### config.mk
export PLATFORM = sky130hd
export DESIGN_NAME = mips_16_imem_loader
export DESIGN_NICKNAME = d
export VERILOG_FILES = /design/src/rtl/mips_16_imem_loader.sv
export SDC_FILE = /design/constraint.sdc
export NUM_CORES = 1
export LEC_CHECK = 0
export ABC_AREA = 1
export BUFFER_PORTS_ARGS = -buffer_cell sky130_fd_sc_hd__buf_2
export CAP_MARGIN = 20
export CORE_AREA = 3 3 84 86
export CTS_BUF_LIST = sky130_fd_sc_hd__clkbuf_8
export CTS_CLUSTER_DIAMETER = 100
export DETAILED_ROUTE_END_ITERATION = 8
export DIE_AREA = 0 0 87 89
export GPL_ROUTABILITY_DRIVEN = 1
export PLACE_DENSITY = 0.74
export SETUP_SLACK_MARGIN = 0.3
export SLEW_MARGIN = 20
export SYNTH_ARGS = -nofsm -noshare
export SYNTH_HDL_FRONTEND = slang
export SYNTH_SLANG_ARGS = --single-unit
### constraint.sdc
create_clock -name clk -period 2 [get_ports clk]
set_input_delay 0.1 -clock clk [delete_from_list [all_inputs] [get_ports clk]]
set_output_delay 0.1 -clock clk [all_outputs]
set_load 0.02 [all_outputs]
### src/rtl/mips_16_imem_loader.sv
// mips_16_imem_loader: assembles a byte-stream program image into imem words and holds the core in reset until it verifies.
module mips_16_imem_loader #(
    parameter int ADDR_W  = 8,
    parameter bit CSUM_EN = 1'b1
) (
    input  logic              clk,
    input  logic              rst,
    input  logic [7:0]        rx_data,
    input  logic              rx_valid,
    output logic              rx_ready,
    input  logic              reload,
    output logic              imem_we,
    output logic [ADDR_W-1:0] imem_addr,
    output logic [15:0]       imem_wdata,
    output logic              core_rst,
    output logic              load_done,
    output logic              load_err
);
    typedef enum logic [2:0] {LEN, LO, HI, CSUM, REL, RUN, ERR} state_t;
    state_t state, state_nx;
    logic [ADDR_W-1:0] n, addr;
    logic [7:0] sum, lo;
    logic acc, last;
    always_comb begin
        rx_ready = (state == LEN || state == LO || state == HI || state == CSUM) && !reload;
        acc = rx_valid && rx_ready;
        last = addr == n - ADDR_W'(1);
        state_nx = state;
        case (state)
            LEN:     state_nx = acc ? LO : LEN;
            LO:      state_nx = acc ? HI : LO;
            HI:      state_nx = !acc ? HI : !last ? LO : CSUM_EN ? CSUM : REL;
            CSUM:    state_nx = !acc ? CSUM : rx_data == sum ? REL : ERR;
            REL:     state_nx = RUN;
            default: state_nx = state;
        endcase
        if (reload) state_nx = LEN;
    end
    always_ff @(posedge clk or negedge rst) begin
        if (!rst) state <= LEN;
        else state <= state_nx;
    end
    // N of zero truncates to 0, so n-1 wraps to the top address and the full space is written.
    always_ff @(posedge clk or negedge rst) begin
        if (!rst) begin
            n <= '0;
            addr <= '0;
            sum <= '0;
            lo <= '0;
            imem_we <= 1'b0;
            imem_addr <= '0;
            imem_wdata <= '0;
            core_rst <= 1'b1;
            load_done <= 1'b0;
            load_err <= 1'b0;
        end else begin
            imem_we <= 1'b0;
            if (reload) begin
                addr <= '0;
                sum <= '0;
                core_rst <= 1'b1;
                load_done <= 1'b0;
                load_err <= 1'b0;
            end else begin
                if (acc && state == LEN) begin
                    n <= ADDR_W'(rx_data);
                    addr <= '0;
                    sum <= '0;
                end
                if (acc && state == LO) begin
                    lo <= rx_data;
                    sum <= sum + rx_data;
                end
                if (acc && state == HI) begin
                    imem_we <= 1'b1;
                    imem_addr <= addr;
                    imem_wdata <= {rx_data, lo};
                    sum <= sum + rx_data;
                    if (!last) addr <= addr + ADDR_W'(1);
                end
                if (acc && state == CSUM && rx_data != sum) load_err <= 1'b1;
                if (state == REL) begin
                    core_rst <= 1'b0;
                    load_done <= 1'b1;
                end
            end
        end
    end
endmodule

Word-level counts from Yosys, hierarchy flattened:

Cells that the tools add are included.

* divide/modulo/power cells: 0
* eq/ne operators: 7
* add/sub/neg operators: 3
* magnitude comparators: 0
* reductions and logical operators: 19
* shift operators: 0
* mux-type cells: 24
* $mul: 0
* bitwise logic cells: 1

Operators with widths (count)
* $mux 8: 8
* $eq 8x8->1: 2
* $pmux 3 s5: 1
* $mux 1: 9
* $add 8x1->8 const B: 1
* $add 8x8->8: 1
* $mux 2: 4
* $ne 8x8->1: 1
* $sub 8x1->8 const B: 1
* $logic_and 1x1->1: 7
* $eq 3x2->1 const B: 2
* $mux 3: 2
* $reduce_and 2->1: 3
* $reduce_bool 6->1: 1
* $reduce_bool 2->1: 2
* $reduce_bool 4->1: 1
* $eq 3x1->1 const B: 1
* $eq 3x3->1 const B: 1
* $logic_not 3->1: 1
* $logic_or 1x1->1: 3
* $logic_not 1->1: 1
* $not 1->1: 1

* memories kept: 0
* input bits: 12
* output and inout port bits: 29
* bits in writable memories: 0
* logic and storage cells: 65
* memory bits (read-only): 0
* bits in latches: 0
* register bits after elaboration: 63

Longest topological paths before layout:

* word-level depth: 11
* gate-level depth with buffers: 15
* mapped depth without buffers: 15

Worst setup path before layout:

No wires, ideal clock.

* path kind: reg2reg
* from: register n[0]
* to: register addr[0]
* setup slack: 0.315 ns
* buffers on the path: 0
* cell stages (with the launch flop): 12
* data arrival time: 1.548 ns
* setup time: 0.137 ns
* required time: 1.863 ns
* cell sequence: dfrtp_1 inv_1 ha_1 nand2_2 xor2_2 nand2_2 nor2_4 nand2_4 nand3_4 nand2_1 nand2_1 nor2_1

* word-level cells in the longest chain between the ends: 5

Ends and longest elaborated chain
* start, declared: line 21 `logic [ADDR_W-1:0] n, addr;`
* start signal, assigned: line 66 `n <= ADDR_W'(rx_data);`
* $sub 8x1->8: line 27 `last = addr == n - ADDR_W'(1);`
* $eq 8x8->1: line 27
* $mux 8: line 79 `if (!last) addr <= addr + ADDR_W'(1);`
* $mux 8: line 74 `if (acc && state == HI) begin`
* $mux 8: line 58 `if (reload) begin`
* end signal, assigned: line 79
* end, declared: line 21

Every way passes these cells.
A chain may end at the register's enable or synchronous reset.

Worst setup path in the final report:

* from: register sum[0]
* to: register sum[6]

* word-level cells in the longest chain between the ends: 4

Ends and longest elaborated chain
* start, declared: line 22 `logic [7:0] sum, lo;`
* start signal, assigned: line 72 `sum <= sum + rx_data;`
* start signal, assigned: line 78 `sum <= sum + rx_data;`
* $add 8x8->8 *: line 72, 78
* $mux 8: line 70 `if (acc && state == LO) begin`
* $mux 8 *: line 74
* $mux 8 *: line 58

Every way passes the cells marked *; elsewhere a longest branch is shown, timed or not.

==> results.sh <==
export IMPL_initialDrtViolationCount=225
export IMPL_place_detailed_hpwl_um=5860
export IMPL_grt_max_degree=34
export IMPL_min_path_type="primary input to register"
export IMPL_dpl_instance_area_um2=3760
export IMPL_mappedNetlistArea_um2=3460
export IMPL_share_clk_of_total_power=0.292
export IMPL_worst_setup_hold_path_clk_slew_ps=80
export IMPL_via_count=2958
export IMPL_globalRoute_totalOverflow=0
export IMPL_critical_path_arrival_ps=1940
export IMPL_viasPerCell=5.18
export IMPL_die_h_um=89
export IMPL_port_buffers=40
export IMPL_floorplan_die_area_um2=7740
export IMPL_crit_required_ps=2230
export IMPL_power_switching_share=0.350
export IMPL_area_growth_pct=17.7
export IMPL_max_slew_worst_pin_slew_ps=485
export IMPL_period_minus_slack_ps=1710
export IMPL_ys_warnings_count=0
export IMPL_drt_pass1_iterations=4
export IMPL_cts_path_max_buffers=2
export IMPL_cp_end_kind="register"
export IMPL_syn_inst=437
export IMPL_rsz0062_at_grt="yes"
export IMPL_netSwitchingPower_mw=1.19
export IMPL_cts_max_level=3
export IMPL_cell_internal_pwr_mw=2.20
export IMPL_final_design_utilization=0.642
export IMPL_final_setup_viol_count=0
export IMPL_antenna_cells_inserted=0
export IMPL_async_reset_ff_frac=1.00
export IMPL_io_pins=41
export IMPL_power_share_sequential=0.457
export IMPL_yosys_register_bits=63
export IMPL_power_leakage_nw=2.16
export IMPL_clock_skew_final_ps=6.48
export IMPL_status="complete, no violations"
export IMPL_number_of_synthesized_flops_with_an_enable_pin=0
export IMPL_root_buffer="sky130_fd_sc_hd__clkbuf_8"
export IMPL_synth_cell_type_count=36
export IMPL_max_slew_margin=0.677
export IMPL_synth_ff_type="sky130_fd_sc_hd__dfrtp_1"
export IMPL_ant_nets=0
export IMPL_design_final_nets=511
export IMPL_p_per_area_nw_per_um2=830
export IMPL_timing_fmax_ghz=0.583
export IMPL_final_hold_fails=0
export IMPL_vias_in_the_first_global_route=2750
export IMPL_ff2ff_path_depth=10
export IMPL_synth_sequential_area_ratio=0.455
export IMPL_drv_slew=0
export IMPL_hold_path_depth=3
export IMPL_cts_sinks=63
export IMPL_setup_worst_path_class="register to register"
export IMPL_peakVddDrop_mv=0.577
export IMPL_route_detailed_drc=0
export IMPL_clock_tree_from_tritoncts="built"
export IMPL_clk_insertion_delay_late_ps=350
export IMPL_floorplan_rows=29
export IMPL_layout_worst_path_cycle_share=0.857
export IMPL_share_comb_of_total_power=0.251
export IMPL_place_gp_congestion=0.889
export IMPL_placed_cells_incl_taps=549
export IMPL_total_wire_length_after_detailed_routing_um=7960
export IMPL_max_cap_violations=0
export IMPL_stdcell_area_um2=4080
export IMPL_synth_net_count=459
export IMPL_routed_wire_length_per_instance_um=13.9
export IMPL_global_route_usage_total=0.217
export IMPL_start_util=0.546
export IMPL_grt_first_pass_wirelength_um=13000
export IMPL_n_fill_cell=561
export IMPL_setup_tns_final_ps=0
export IMPL_antenna_found_initial=0
export IMPL_cts_buffers_inserted=9
export IMPL_avg_synthesized_cell_area_um2=7.93
export IMPL_layout_cells_sized_above_1=0.265
export IMPL_placeableCoreArea_um2=6350
export IMPL_path_max_fanout=2
export IMPL_dieWidth_um=87
export IMPL_final_cell_count_no_fill=571
export IMPL_start_kind="register"
layout by cell type, fill, tap and decap left out, types with 6 or more instances in the layout:
| master | count |
|---|---|
| sky130_fd_sc_hd__buf_2 | 40 |
| sky130_fd_sc_hd__buf_4 | 10 |
| sky130_fd_sc_hd__clkbuf_8 | 9 |
| sky130_fd_sc_hd__dfrtp_1 | 60 |
| sky130_fd_sc_hd__ha_1 | 6 |
| sky130_fd_sc_hd__inv_1 | 41 |
| sky130_fd_sc_hd__inv_2 | 7 |
| sky130_fd_sc_hd__nand2_1 | 139 |
| sky130_fd_sc_hd__nand2_2 | 15 |
| sky130_fd_sc_hd__nand3_1 | 13 |
| sky130_fd_sc_hd__nor2_1 | 33 |
| sky130_fd_sc_hd__nor2_4 | 9 |
| sky130_fd_sc_hd__o21ai_0 | 30 |
| sky130_fd_sc_hd__o21ai_1 | 10 |
| sky130_fd_sc_hd__xor2_1 | 7 |
stage by stage:
stage	hold WS [ps]	power, mW	setup slack [ps]
2_1_floorplan	-196	2.10	315
3_3_place_gp	91.1	2.32	255
3_5_place_dp	91.6	2.35	178
4_1_cts	33.2	3.36	292
5_1_grt	30.3	3.59	186
6_report	26.0	3.38	285
area by class of cell:
cell class	instances	area, µm²	share of cell area
multi-input cells	312	1720	0.421
well taps	77	96.3	0.0236
clock buffers	9	124	0.0304
inverters	50	193	0.0473
clock inverters	7	48.8	0.0120
repair buffers	53	317	0.0777
flip-flops and latches	63	1580	0.388
sequential cells by signal (all words and copies together), names as in the netlist:
register,flops
sum,8
imem_wdata,16
addr,8
imem_we,1
core_rst,1
load_done,1
imem_addr,8
state,3
n,8
load_err,1
lo,8
worst max-delay path, stage by stage, from the launching register on:
cell                      delay, ps
sky130_fd_sc_hd__dfrtp_1        390
sky130_fd_sc_hd__ha_2           190
sky130_fd_sc_hd__fa_2           360
sky130_fd_sc_hd__nand3_2         80
sky130_fd_sc_hd__nand3_2         70
sky130_fd_sc_hd__nand2_1         70
sky130_fd_sc_hd__nand2_1         60
sky130_fd_sc_hd__a21oi_2        160
sky130_fd_sc_hd__nand2_1         60
sky130_fd_sc_hd__o21ai_0         60
sky130_fd_sc_hd__o21ai_0         90
cell usage after synthesis (2+ instances only):
cell	number	share of area
sky130_fd_sc_hd__o21ai_0	32	0.046
sky130_fd_sc_hd__o21ai_1	9	0.013
sky130_fd_sc_hd__nor2_4	8	0.026
sky130_fd_sc_hd__clkbuf_1	4	0.0043
sky130_fd_sc_hd__nand2_4	3	0.0098
sky130_fd_sc_hd__inv_1	43	0.047
sky130_fd_sc_hd__ha_1	9	0.033
sky130_fd_sc_hd__xor2_1	8	0.020
sky130_fd_sc_hd__nand3_4	2	0.010
sky130_fd_sc_hd__nand2_2	9	0.016
sky130_fd_sc_hd__a21oi_2	4	0.010
sky130_fd_sc_hd__nand4_1	4	0.0072
sky130_fd_sc_hd__buf_2	7	0.010
sky130_fd_sc_hd__a21oi_1	6	0.0087
sky130_fd_sc_hd__xnor2_1	5	0.013
sky130_fd_sc_hd__nor2_1	35	0.038
sky130_fd_sc_hd__nor3_1	2	0.0029
sky130_fd_sc_hd__nand2_1	145	0.16
sky130_fd_sc_hd__nor2_2	3	0.0054
sky130_fd_sc_hd__nand3_1	17	0.025
sky130_fd_sc_hd__dfrtp_1	62	0.45
sky130_fd_sc_hd__inv_4	2	0.0036
sky130_fd_sc_hd__inv_2	5	0.0054
path summary, 6_finish.rpt:
check | start | end | slack (ps)
max | sum[0] | sum[6] | 290
min | rx_data[6] | n[6] | 30
max reg2reg | sum[0] | sum[6] | 290
min reg2reg | imem_wdata[5] | imem_wdata[5] | 470
max in group asynchronous | rst | n[3] | 1120
min in group asynchronous | rst | lo[6] | 240
what timing repair did:
item,in CTS,in global routing
setup endpoints to repair,33,33
setup buffers,4,1
resized for setup,7,22
hold buffers,1,0
pin swaps,1,12
hold endpoints to repair,17,0
layer usage:
layer	GRT usage	up-vias	wire [µm]
met5	0	-	0
met4	0.0765	0	171
met3	0.0544	15	420
met2	0.345	72	3830
met1	0.291	1397	3540
li1	-	1474	-
cells by family (layout without fill, tap and decap cells):
| group | Yosys count | count (layout) | share of synthesized area |
|---|---|---|---|
| simple gates | 231 | 231 | 0.304 |
| flops | 63 | 63 | 0.455 |
| buf+inv | 62 | 119 | 0.0733 |
| compound gates | 57 | 57 | 0.0914 |
| xor+xnor | 14 | 14 | 0.0376 |
| fa+ha+maj | 10 | 10 | 0.0383 |
power groups by stage:
stage | Clock (mW) | Combinational [mW] | Sequential [mW]
after floorplan | 0 | 0.448 | 1.65
after global placement | 0 | 0.755 | 1.56
after detailed placement | 0 | 0.779 | 1.57
after CTS | 1.00 | 0.816 | 1.55
after global routing | 1.07 | 0.946 | 1.57
final | 0.987 | 0.850 | 1.55
Note: power is estimated with default switching activity, not from simulation.
